$ cat src/rtl/ti_adc_pkg.sv
// ti_adc_pkg: shared state encodings, defaults and helpers for the TI-ADC calibration logic
package ti_adc_pkg;
  typedef enum logic [1:0] {IDLE = 2'd0, CAL = 2'd1, GAP = 2'd2} state_t;
  localparam int ADC_WAYS_DEF = 8;
  function automatic int clog2(input int v);
    int r;
    r = 0;
    while ((1 << r) < v) r++;
    return r;
  endfunction
endpackage

$ cat src/rtl/ti_rr_arbiter.sv
// ti_rr_arbiter: combinational round-robin picker, first request strictly after ptr
module ti_rr_arbiter #(
  parameter int N = 8,
  parameter int W = 3
) (
  input  logic [N-1:0] req,
  input  logic [W-1:0] ptr,
  output logic [N-1:0] gnt,
  output logic [W-1:0] idx,
  output logic         any
);
  // scan from farthest to nearest so the nearest requester after ptr wins
  always_comb begin
    gnt = '0;
    idx = '0;
    any = 1'b0;
    for (int i = N; i >= 1; i--) begin
      if (req[(int'(ptr) + i) % N]) begin
        gnt = '0;
        gnt[(int'(ptr) + i) % N] = 1'b1;
        idx = W'((int'(ptr) + i) % N);
        any = 1'b1;
      end
    end
  end
endmodule

$ cat src/rtl/ti_cal_scheduler.sv
// ti_cal_scheduler: frame-aligned round-robin background calibration scheduler for a TI SAR-ADC
module ti_cal_scheduler import ti_adc_pkg::*; #(
  parameter int ADC_WAYS = ADC_WAYS_DEF,
  parameter int CLK_INIT = 0,
  parameter int CAL_LEN  = 16,
  parameter int GAP_LEN  = 2,
  parameter int IDX_W    = clog2(ADC_WAYS)
) (
  input  logic                clk,
  input  logic                rst,
  input  logic                en,
  input  logic [ADC_WAYS-1:0] cal_req,
  output logic [IDX_W-1:0]    slot,
  output logic [ADC_WAYS-1:0] cal_gnt,
  output logic [IDX_W-1:0]    cal_way,
  output logic                cal_busy,
  output logic [ADC_WAYS-1:0] way_valid,
  output logic                cal_done,
  output logic                cal_abort
);
  localparam int CNT_W = clog2(CAL_LEN > GAP_LEN ? CAL_LEN : GAP_LEN) + 1;
  state_t state, state_n;
  logic [CNT_W-1:0] cnt, cnt_n;
  logic [IDX_W-1:0] ptr, ptr_n, way_n, pick_idx;
  logic [ADC_WAYS-1:0] gnt_q, gnt_n, pick_gnt;
  logic done_n, abort_n, pick_any, fb, arb;
  assign fb = slot == IDX_W'(ADC_WAYS - 1);
  assign cal_busy = state == CAL;
  assign cal_gnt = cal_busy ? gnt_q : '0;
  assign way_valid = ~cal_gnt;
  ti_rr_arbiter #(.N(ADC_WAYS), .W(IDX_W)) u_arb (
    .req(cal_req),
    .ptr(ptr),
    .gnt(pick_gnt),
    .idx(pick_idx),
    .any(pick_any)
  );
  // state register and slot counter tracking the TI clock rotation
  always_ff @(posedge clk or negedge rst) begin
    if (!rst) begin
      slot      <= IDX_W'(CLK_INIT);
      state     <= IDLE;
      cnt       <= '0;
      ptr       <= IDX_W'(ADC_WAYS - 1);
      cal_way   <= '0;
      gnt_q     <= '0;
      cal_done  <= 1'b0;
      cal_abort <= 1'b0;
    end else begin
      slot      <= fb ? '0 : slot + 1'b1;
      state     <= state_n;
      cnt       <= cnt_n;
      ptr       <= ptr_n;
      cal_way   <= way_n;
      gnt_q     <= gnt_n;
      cal_done  <= done_n;
      cal_abort <= abort_n;
    end
  end
  // next-state logic, evaluated only on frame boundaries
  always_comb begin
    state_n = state;
    cnt_n   = cnt;
    ptr_n   = ptr;
    way_n   = cal_way;
    gnt_n   = gnt_q;
    done_n  = 1'b0;
    abort_n = 1'b0;
    arb     = 1'b0;
    if (fb) begin
      case (state)
        IDLE: arb = 1'b1;
        CAL: begin
          abort_n = !en || !cal_req[cal_way];
          done_n  = !abort_n && cnt == CNT_W'(CAL_LEN - 1);
          if (abort_n || done_n) begin
            state_n = (GAP_LEN == 0) ? IDLE : GAP;
            cnt_n   = '0;
          end else cnt_n = cnt + 1'b1;
        end
        GAP: begin
          if (cnt == CNT_W'(GAP_LEN - 1)) begin
            state_n = IDLE;
            arb     = 1'b1;
          end else cnt_n = cnt + 1'b1;
        end
        default: state_n = IDLE;
      endcase
    end
    if (arb && en && pick_any) begin
      state_n = CAL;
      cnt_n   = '0;
      ptr_n   = pick_idx;
      way_n   = pick_idx;
      gnt_n   = pick_gnt;
    end
  end
endmodule

$ cat config.mk
export PLATFORM = sky130hd
export DESIGN_NAME = ti_cal_scheduler
export DESIGN_NICKNAME = d
export VERILOG_FILES = /design/src/rtl/ti_adc_pkg.sv /design/src/rtl/ti_rr_arbiter.sv /design/src/rtl/ti_cal_scheduler.sv
export SDC_FILE = /design/constraint.sdc
export NUM_CORES = 1
export LEC_CHECK = 0
export CORE_MARGIN = 3
export CORE_UTILIZATION = 51
export CTS_CLUSTER_DIAMETER = 100
export CTS_CLUSTER_SIZE = 40
export DETAILED_ROUTE_END_ITERATION = 6
export PLACE_DENSITY = 0.77
export REMOVE_ABC_BUFFERS = 1
export SETUP_SLACK_MARGIN = 0.05
export SYNTH_ARGS = -nofsm -noshare
export SYNTH_HDL_FRONTEND = slang
export SYNTH_SLANG_ARGS = --single-unit
$ cat constraint.sdc
create_clock -name clk -period 3.6 [get_ports clk]
set_clock_uncertainty 0.2 [all_clocks]
set_input_delay 1.08 -clock clk [delete_from_list [all_inputs] [get_ports clk]]
set_output_delay 1.08 -clock clk [all_outputs]
set_load 0.1 [all_outputs]
# == Word level (Yosys, flattened, before mapping) ==
# Cells that the tools add are included.
# totals
out_inout_bits,25
register_bits,26
word_cells,167
inputBits,11
# op_classes
n_reduce_logical,29
n_mux,85
addsub,10
bitwise_logic,9
order_cmp,17
eq_ne,9
# op_table
operator,n
2-to-1 mux 8 bit,9
"< comparator 4 x 5 -> 1 bit, second input constant",8
2-to-1 mux 1 bit,39
">= comparator 4 x 1 -> 1 bit, second input constant",8
binary-select mux 1 bit (select 3 bit),9
2-to-1 mux 3 bit,9
demux 1 bit (select 3 bit),8
OR reduction 3 bit,8
2-to-1 mux 5 bit,4
"adder 3 bit, second input constant",4
logical AND 1 bit,11
case mux 5 bit (2 select lines),1
"adder 3 x 1 -> 3 bit, second input constant",3
"AND 1 bit, first input constant",8
2-to-1 mux 2 bit,4
inverter 8 bit,1
"adder 3 x 2 -> 3 bit, second input constant",2
"!= test 3 bit, second input constant",2
case mux 2 bit (3 select lines),1
"adder 5 x 1 -> 5 bit, second input constant",1
"== test 5 x 1 -> 1 bit, second input constant",1
"== test 5 x 4 -> 1 bit, second input constant",1
"< comparator 3 x 4 -> 1 bit, second input constant",1
AND reduction 4 bit,1
12 further kinds,15

# == Longest topological paths before layout ==
# Gate-level depths: netlist of run 1.
# depth
depth_word,17
ltp_mapped,13
depth_no_buf,10

# == Cells and area by module ==
# Synthesis of run 1 repeated with hierarchy kept, for this count alone.
# hier_totals
cells_unflattened,334
area_unflattened_um2,2974.1
# modules_own_cells
module,area_each_um2,seq_area_each_um2,cells_per_inst,instances
ti_rr_arbiter,1679.1,0.0,223,1
ti_cal_scheduler,1295.0,654.4,111,1

# == Least setup slack after synthesis of run 1 ==
# No wires, ideal clock.
# synth_timing
path_kind,register -> output
from,reg state[1]
to,out cal_gnt[0]
required_time_ns,2.320
arrival_time_ns,3.480
n_path_buf,1
setup_slack_ns,-1.160
path_stages_with_launch,7
path_cell_list,dfrtp_1 -> inv_1 -> nand2_1 -> inv_1 -> clkbuf_1 -> nand2_1 -> inv_1
# synth_via
elab_chain_len,2
# synth_lines
element,line,rtl
"start, declared",ti_cal_scheduler.sv:22,"state_t state, state_n;"
"start signal, assigned",ti_cal_scheduler.sv:51,state <= state_n;
== test 2 x 1 -> 1 bit,ti_cal_scheduler.sv:28,assign cal_busy = state == CAL;
named net cal_busy,ti_cal_scheduler.sv:16,"output logic cal_busy,"
2-to-1 mux 8 bit,ti_cal_scheduler.sv:29,assign cal_gnt = cal_busy ? gnt_q : '0;
"end, declared",ti_cal_scheduler.sv:14,"output logic [ADC_WAYS-1:0] cal_gnt,"
# The timed path passes the listed nets, and every way through them passes these cells.

# == Worst setup path in the final report of run 1 ==
# layout_timing
from,in cal_req[1]
to,reg ptr[2]
# layout_via
elab_chain_len,12
word_cells_on_any_way,41
classes_between,40 x mux; 1 x reduce/logical
# layout_lines
element,line,rtl
"start, declared",ti_cal_scheduler.sv:12,"input logic [ADC_WAYS-1:0] cal_req,"
binary-select mux 1 bit (select 3 bit),ti_rr_arbiter.sv:18,if (req[(int'(ptr) + i) % N]) begin
2-to-1 mux 1 bit (not written as such) (2 in a row),ti_rr_arbiter.sv:18,
2-to-1 mux 1 bit (8 in a row),ti_rr_arbiter.sv:18,
logical AND 1 bit,ti_cal_scheduler.sv:90,if (arb && en && pick_any) begin
"end signal, assigned",ti_cal_scheduler.sv:44,ptr <= IDX_W'(ADC_WAYS - 1);
"end signal, assigned",ti_cal_scheduler.sv:53,ptr <= ptr_n;
"end, declared",ti_cal_scheduler.sv:24,"logic [IDX_W-1:0] ptr, ptr_n, way_n, pick_idx;"
# Parallel ways exist; a longest one is shown, timed or not. The select of a mux whose other input is x is not followed.
# A chain may end at the register's enable or synchronous reset.

==> results of run 1 <==
sequential cells by signal, summed over array words and instances (netlist names):
register / flops
cal_abort: 1
gnt_q: 8
cnt: 5
state: 2
ptr: 3
cal_done: 1
cal_way: 3
slot: 3
kinds of logic (layout without fill, tap and decap cells):
group,after synthesis,after routing,share of synthesized area
AO/OA/AOI/OAI,130,130,0.314
AND/OR/NAND/NOR,114,114,0.187
buffers and inverters,44,121,0.0710
flip-flops,26,26,0.231
multiplexers,19,19,0.133
adder cells (fa/ha/maj),11,11,0.0485
XOR/XNOR,4,4,0.0150
synth_stat cells (8+ instances only):
| cell type | n | share of area |
|---|---|---|
| inv_1 | 23 | 0.030 |
| mux4_2 | 9 | 0.071 |
| dfrtp_1 | 23 | 0.20 |
| o21ai_0 | 23 | 0.041 |
| nor2_1 | 20 | 0.026 |
| a21oi_1 | 34 | 0.060 |
| clkbuf_1 | 8 | 0.011 |
| ha_1 | 11 | 0.049 |
| nand2_1 | 53 | 0.070 |
worst reg2reg max path: cells and delay by family (launching register included):
kind,cells,cell delay (ns)
AO/OA/AOI/OAI,4,0.64
flip-flops,1,0.54
AND/OR/NAND/NOR,3,0.46
multiplexers,1,0.62
adder cells (fa/ha/maj),1,0.39
buffers and inverters,2,0.39
path summary, 6_finish.rpt:
path	endpoint	from	slack, ns
max	ptr[2]$_DFFE_PN1N_	cal_req[1]	0.19
min	gnt_q[7]$_DFFE_PN0N_	gnt_q[7]$_DFFE_PN0N_	0.30
max reg2reg	ptr[2]$_DFFE_PN1N_	ptr[0]$_DFFE_PN1N_	0.28
min reg2reg	gnt_q[7]$_DFFE_PN0N_	gnt_q[7]$_DFFE_PN0N_	0.30
max in group asynchronous	gnt_q[0]$_DFFE_PN0N_	rst	1.66
min in group asynchronous	cal_way[1]$_DFFE_PN0N_	rst	0.93
metal layers:
| metal | GRT usage | share of wire | vias to the layer above |
|---|---|---|---|
| met5 | 0 | 0 | - |
| met4 | 0.0726 | 0.014 | 0 |
| met3 | 0.0359 | 0.087 | 19 |
| met2 | 0.459 | 0.48 | 192 |
| met1 | 0.382 | 0.42 | 1500 |
| li1 | - | - | 1455 |
area by class of cell:
cell class | count | area share
clock buffers | 3 | 0.0112
clock inverters | 1 | 0.00815
inverters | 23 | 0.0234
multi-input cells | 278 | 0.553
flip-flops and latches | 26 | 0.178
well taps | 70 | 0.0238
repair buffers | 94 | 0.203
through the flow:
| stage | utilization | total power [mW] | cell area [um2] |
|---|---|---|---|
| after detailed placement | 0.677 | 0.448 | 3540 |
| after CTS | 0.694 | 0.690 | 3640 |
| after global placement | 0.677 | 0.448 | 3540 |
| after floorplan | - | 0.372 | 2720 |
| after global routing | 0.703 | 0.720 | 3680 |
| final | 0.703 | 0.693 | 3680 |
power breakdown:
part | leakage [nW] | switching, mW | total (mW) | internal (mW)
logic | 1.39 | 0.0856 | 0.160 | 0.0748
registers | 0.333 | 0.0000000000488 | 0.292 | 0.292
clock network | 0.0357 | 0.0915 | 0.240 | 0.149
total | 1.76 | 0.177 | 0.693 | 0.516
timing repair:
item                                    in CTS  in global routing
buffers inserted                             0                  1
gates resized for setup                      9                 11
pin swaps                                    2                  1
endpoints found under the setup margin      10                 19
hold endpoints to repair                     0                  0
cell usage in the layout, fill, tap and decap left out, drive strengths merged, types with 4 or more instances in the layout:
cell type,count
a21o,4
nand3,7
nand2b,4
nor2b,4
dlymetal6s2s,4
nor3,8
a31oi,6
nor2,21
a21oi,35
mux4,12
inv,23
and2,7
buf,84
a32oi,4
o22ai,5
o21ai,32
ha,11
dlygate4sd2,4
dfrtp,23
o31ai,9
nand2,55
mux2i,6
o211ai,7
==> results.py, run 1 <==
metrics = {
    "run_status": {
        "status": "finished clean",
    },
    "floorplan": {
        "die_w_um": 80.6,
        "rows": 26,
        "dieHeight_um": 80.6,
        "die-area_mm2": 0.00649,
        "initial_core_util": 0.541,
        "core-area_mm2": 0.00524,
        "num_io_pins": 36,
    },
    "global_route": {
        "grt_pass1_wl_mm": 14.3,
        "grt_max_degree": 29,
        "grt_pass1_vias": 2960,
        "grt_use_total": 0.278,
        "antenna_found_initial": 0,
        "grt_overflow": 0,
    },
    "critical_path": {
        "cp_slowest_cell": "mux4_2",
        "crit_chain": "dlygate4sd2_1 > mux4_2 > nand2b_1 > a31oi_1 > o211ai_1 > and4b_1 > a221oi_4 > buf_4 > a31oi_1 > o31ai_1",
        "critPathLaunchType": "input pin",
        "crit_type": "in2reg",
        "cp.depth": 10,
        "rr_worst_depth": 11,
        "cp_num_buf_inv": 2,
        "cp_max_fo": 6,
        "critical_path_required_ns": 3.59,
        "cp.arrival_ns": 3.40,
        "max_stage_delay_ns": 0.52,
        "crit_path_end_kind": "flip-flop",
        "cpLargestDelayFamily": "compound AO/OA/AOI/OAI gates",
        "cp_common_cell": "a31oi_1",
    },
    "place": {
        "dp_hpwl_mm": 6.70,
        "portBuffers": 35,
        "dp_cells": 490,
        "gp_congestion": 0.986,
        "dp_slack_ns": -0.307,
    },
    "routing": {
        "drt_first_iter_violations": 362,
        "vias": 3166,
        "dr.pass1.iters": 6,
        "wl_per_cell_um": 17.9,
        "routed_wl_mm": 8.85,
        "drt.antenna.violating_nets": 0,
        "drcViolationCount": 0,
        "post_drt_via_cell_ratio": 6.40,
    },
    "job": {
        "cap_violations": 0,
    },
    "final_layout": {
        "multi_input_area_mm2": 0.00204,
        "finish.net_count": 448,
        "syn_to_final_growth_pct": 29.9,
        "ff_latch_area_um2": 654,
        "n_fill_cell": 400,
        "diodes": 0,
        "instances_no_fill": 495,
        "drive_above_1_share": 0.296,
    },
    "timing": {
        "period_share": 0.947,
        "relSlewSlack": 0.509,
        "tightest_slew_ns": 0.729,
        "fin_crit_ns": 3.41,
        "final_hold_viol_count": 0,
        "max_freq_mhz": 293,
        "rsz0062_at_grt": "false",
        "hold_slack_ns": 0.297,
        "drv_slew": 0,
        "setup_tns_ns": 0,
        "finalSetupViolations": 0,
        "layout_setup_ws_ns": 0.190,
    },
    "clock_network": {
        "cts_num_sinks": 26,
        "path_clk_slew_ns": 0.09,
        "cts_root_buf": "clkbuf_8",
        "hold_buffers": 0,
        "cts-htree-levels": 1,
        "clockBufferDepth": 2,
        "cts_tree": "built",
        "cts_buffers": 3,
        "worstSkewPairLatency_ns": 0.27,
    },
    "worst_hold_path": {
        "min_path_type": "reg2reg",
        "holdPathStages": 2,
    },
    "power": {
        "p_per_area_mw_per_mm2": 188,
        "ir_worst_vdd_mv": 0.147,
        "p_leak_nw": 1.76,
    },
    "synth": {
        "yosysSeqAreaShare": 0.231,
        "yosysWarnings": 0,
        "synth_cells": 348,
        "synth.cell_area_mm2": 0.00284,
        "synth-edff-count": 0,
        "synth_ff_type": "dfrtp_1",
        "synth-seq-cells": 26,
        "synth_cell_types": 68,
        "avgSynthCellArea_um2": 8.15,
        "async_reset_ff_frac": 1.00,
    },
}
No activity file was read; power rests on OpenSTA's default activity.
==> inputs of run 2 (changes only) <==
Settings changed: CORE_ASPECT_RATIO from default to 1.4.
==> run 2 against run 1 <==
  * Sequential cell count did not move
  * Global-route usage fell by 0.73 points
  * Power is 1.2% higher
  * Critical endpoint is now cal_way[2]$_DFFE_PN0N_
  * Largest cell class unchanged
==> results.py, run 2 (synthesized netlist as in run 1, its figures left out) <==
metrics = {
    "final_layout": {
        "drive_above_1_share": 0.317,
        "ff_latch_area_um2": 654,
        "finish.net_count": 449,
        "final_core_util": 0.707,
        "diodes": 0,
        "syn_to_final_growth_pct": 31.6,
        "final_cell_mix": "buf_4 (83), nand2_1 (53), a21oi_1 (33)",
        "n_fill_cell": 424,
        "top_register": "gnt_q",
        "largest_register_ffs": 8,
        "final_common_cell": "buf_4",
        "instances_no_fill": 492,
        "top_regs": "gnt_q (8), cnt (5)",
        "multi_input_area_mm2": 0.00207,
    },
    "run_status": {
        "status": "finished clean",
    },
    "clock_network": {
        "path_clk_slew_ns": 0.09,
        "clockBufferDepth": 2,
        "cts-htree-levels": 1,
        "cts_tree": "built",
        "cts_num_sinks": 26,
        "worstSkewPairLatency_ns": 0.27,
        "cts_root_buf": "clkbuf_8",
        "cts_buffers": 3,
    },
    "routing": {
        "dr.pass1.iters": 5,
        "drt_first_iter_violations": 236,
        "drt.antenna.violating_nets": 0,
        "drcViolationCount": 0,
        "vias": 3179,
        "wl_per_cell_um": 18.8,
        "post_drt_via_cell_ratio": 6.46,
        "routed_wl_mm": 9.23,
    },
    "floorplan": {
        "rows": 31,
        "core-area_mm2": 0.00528,
        "die_w_um": 69.0,
        "initial_core_util": 0.537,
        "dieHeight_um": 94.2,
        "die-area_mm2": 0.00650,
        "num_io_pins": 36,
    },
    "power": {
        "p_per_area_mw_per_mm2": 188,
        "p_leak_nw": 1.80,
        "ir_worst_vdd_mv": 0.134,
        "power_uw": 701,
    },
    "timing": {
        "period_share": 0.959,
        "fin_crit_ns": 3.45,
        "final_hold_viol_count": 0,
        "drv_slew": 0,
        "relSlewSlack": 0.533,
        "finalSetupViolations": 0,
        "hold_slack_ns": 0.261,
        "tightest_slew_ns": 0.697,
        "max_freq_mhz": 290,
        "layout_setup_ws_ns": 0.148,
    },
    "global_route": {
        "antenna_found_initial": 0,
        "grt_overflow": 0,
        "grt_use_total": 0.271,
        "grt_pass1_wl_mm": 14.3,
        "grt_pass1_vias": 3005,
        "grt_max_degree": 29,
    },
    "critical_path": {
        "rr_worst_depth": 11,
        "critical_path_required_ns": 3.58,
        "crit_type": "reg2reg",
        "cp_max_fo": 19,
        "critPathLaunchType": "flip-flop",
        "crit_path_end_kind": "flip-flop",
        "cp.arrival_ns": 3.43,
    },
    "place": {
        "portBuffers": 35,
        "gp_congestion": 1.01,
        "dp_hpwl_mm": 6.67,
        "dp_slack_ns": -0.365,
        "dp_cells": 477,
    },
    "job": {
        "cap_violations": 0,
    },
    "worst_hold_path": {
        "holdPathStages": 1,
        "min_path_type": "reg2reg",
    },
}
run 2: path summary, 6_finish.rpt:
kind	from	end	slack [ns]
setup / recovery	ptr[0]$_DFFE_PN1N_	cal_way[2]$_DFFE_PN0N_	0.15
hold / removal	slot[0]$_DFF_PN0_	slot[0]$_DFF_PN0_	0.26
setup reg to reg	ptr[0]$_DFFE_PN1N_	cal_way[2]$_DFFE_PN0N_	0.15
hold reg to reg	slot[0]$_DFF_PN0_	slot[0]$_DFF_PN0_	0.26
max in group asynchronous	rst	ptr[1]$_DFFE_PN1N_	1.95
min in group asynchronous	rst	slot[1]$_DFF_PN0_	0.95
run 2: power breakdown:
group / internal, mW / total, mW / switching, mW
combinational: 0.0785 / 0.168 / 0.0890
clock: 0.149 / 0.241 / 0.0924
sequential: 0.292 / 0.292 / 0.0000000000925
total: 0.519 / 0.701 / 0.181
run 2: layout make-up:
| cell class | instances | area share |
|---|---|---|
| inverters | 23 | 0.0231 |
| flip-flops and latches | 26 | 0.175 |
| well taps | 66 | 0.0221 |
| clock inverters | 1 | 0.00805 |
| repair buffers | 95 | 0.205 |
| clock buffers | 3 | 0.0111 |
| multi-input cells | 278 | 0.555 |
run 2: metal layers:
| metal | global-route usage | share of wire | wire length, um |
|---|---|---|---|
| met3 | 0.0268 | 0.070 | 650 |
| met5 | 0 | 0 | 0 |
| met4 | 0.153 | 0.048 | 441 |
| met1 | 0.311 | 0.38 | 3470 |
| met2 | 0.487 | 0.51 | 4660 |
run 2: stage by stage:
step	setup TNS (ns)	area, um2
after floorplan	-21.36	2720
after global placement	-3.78	3460
after detailed placement	-4.78	3460
after CTS	0	3600
after global routing	-0.00511	3730
final	0	3730
run 2: repair_timing:
action | in CTS | in global routing
setup buffers | 2 | 9
setup endpoints to repair | 10 | 19
pin swaps | 4 | 4
hold buffers | 0 | 0
gates cloned | 0 | 0
resized for setup | 10 | 19
run 2: critical path, stage by stage, from the launching register on:
cell and delay, ns:
dfstp_2 0.54, inv_1 0.17, ha_4 0.35, buf_6 0.20, mux4_2 0.37, nand2b_4 0.18
a31oi_1 0.23, o211ai_1 0.13, and4b_1 0.26, a221oi_4 0.30, a311oi_2 0.15, o41ai_2 0.27
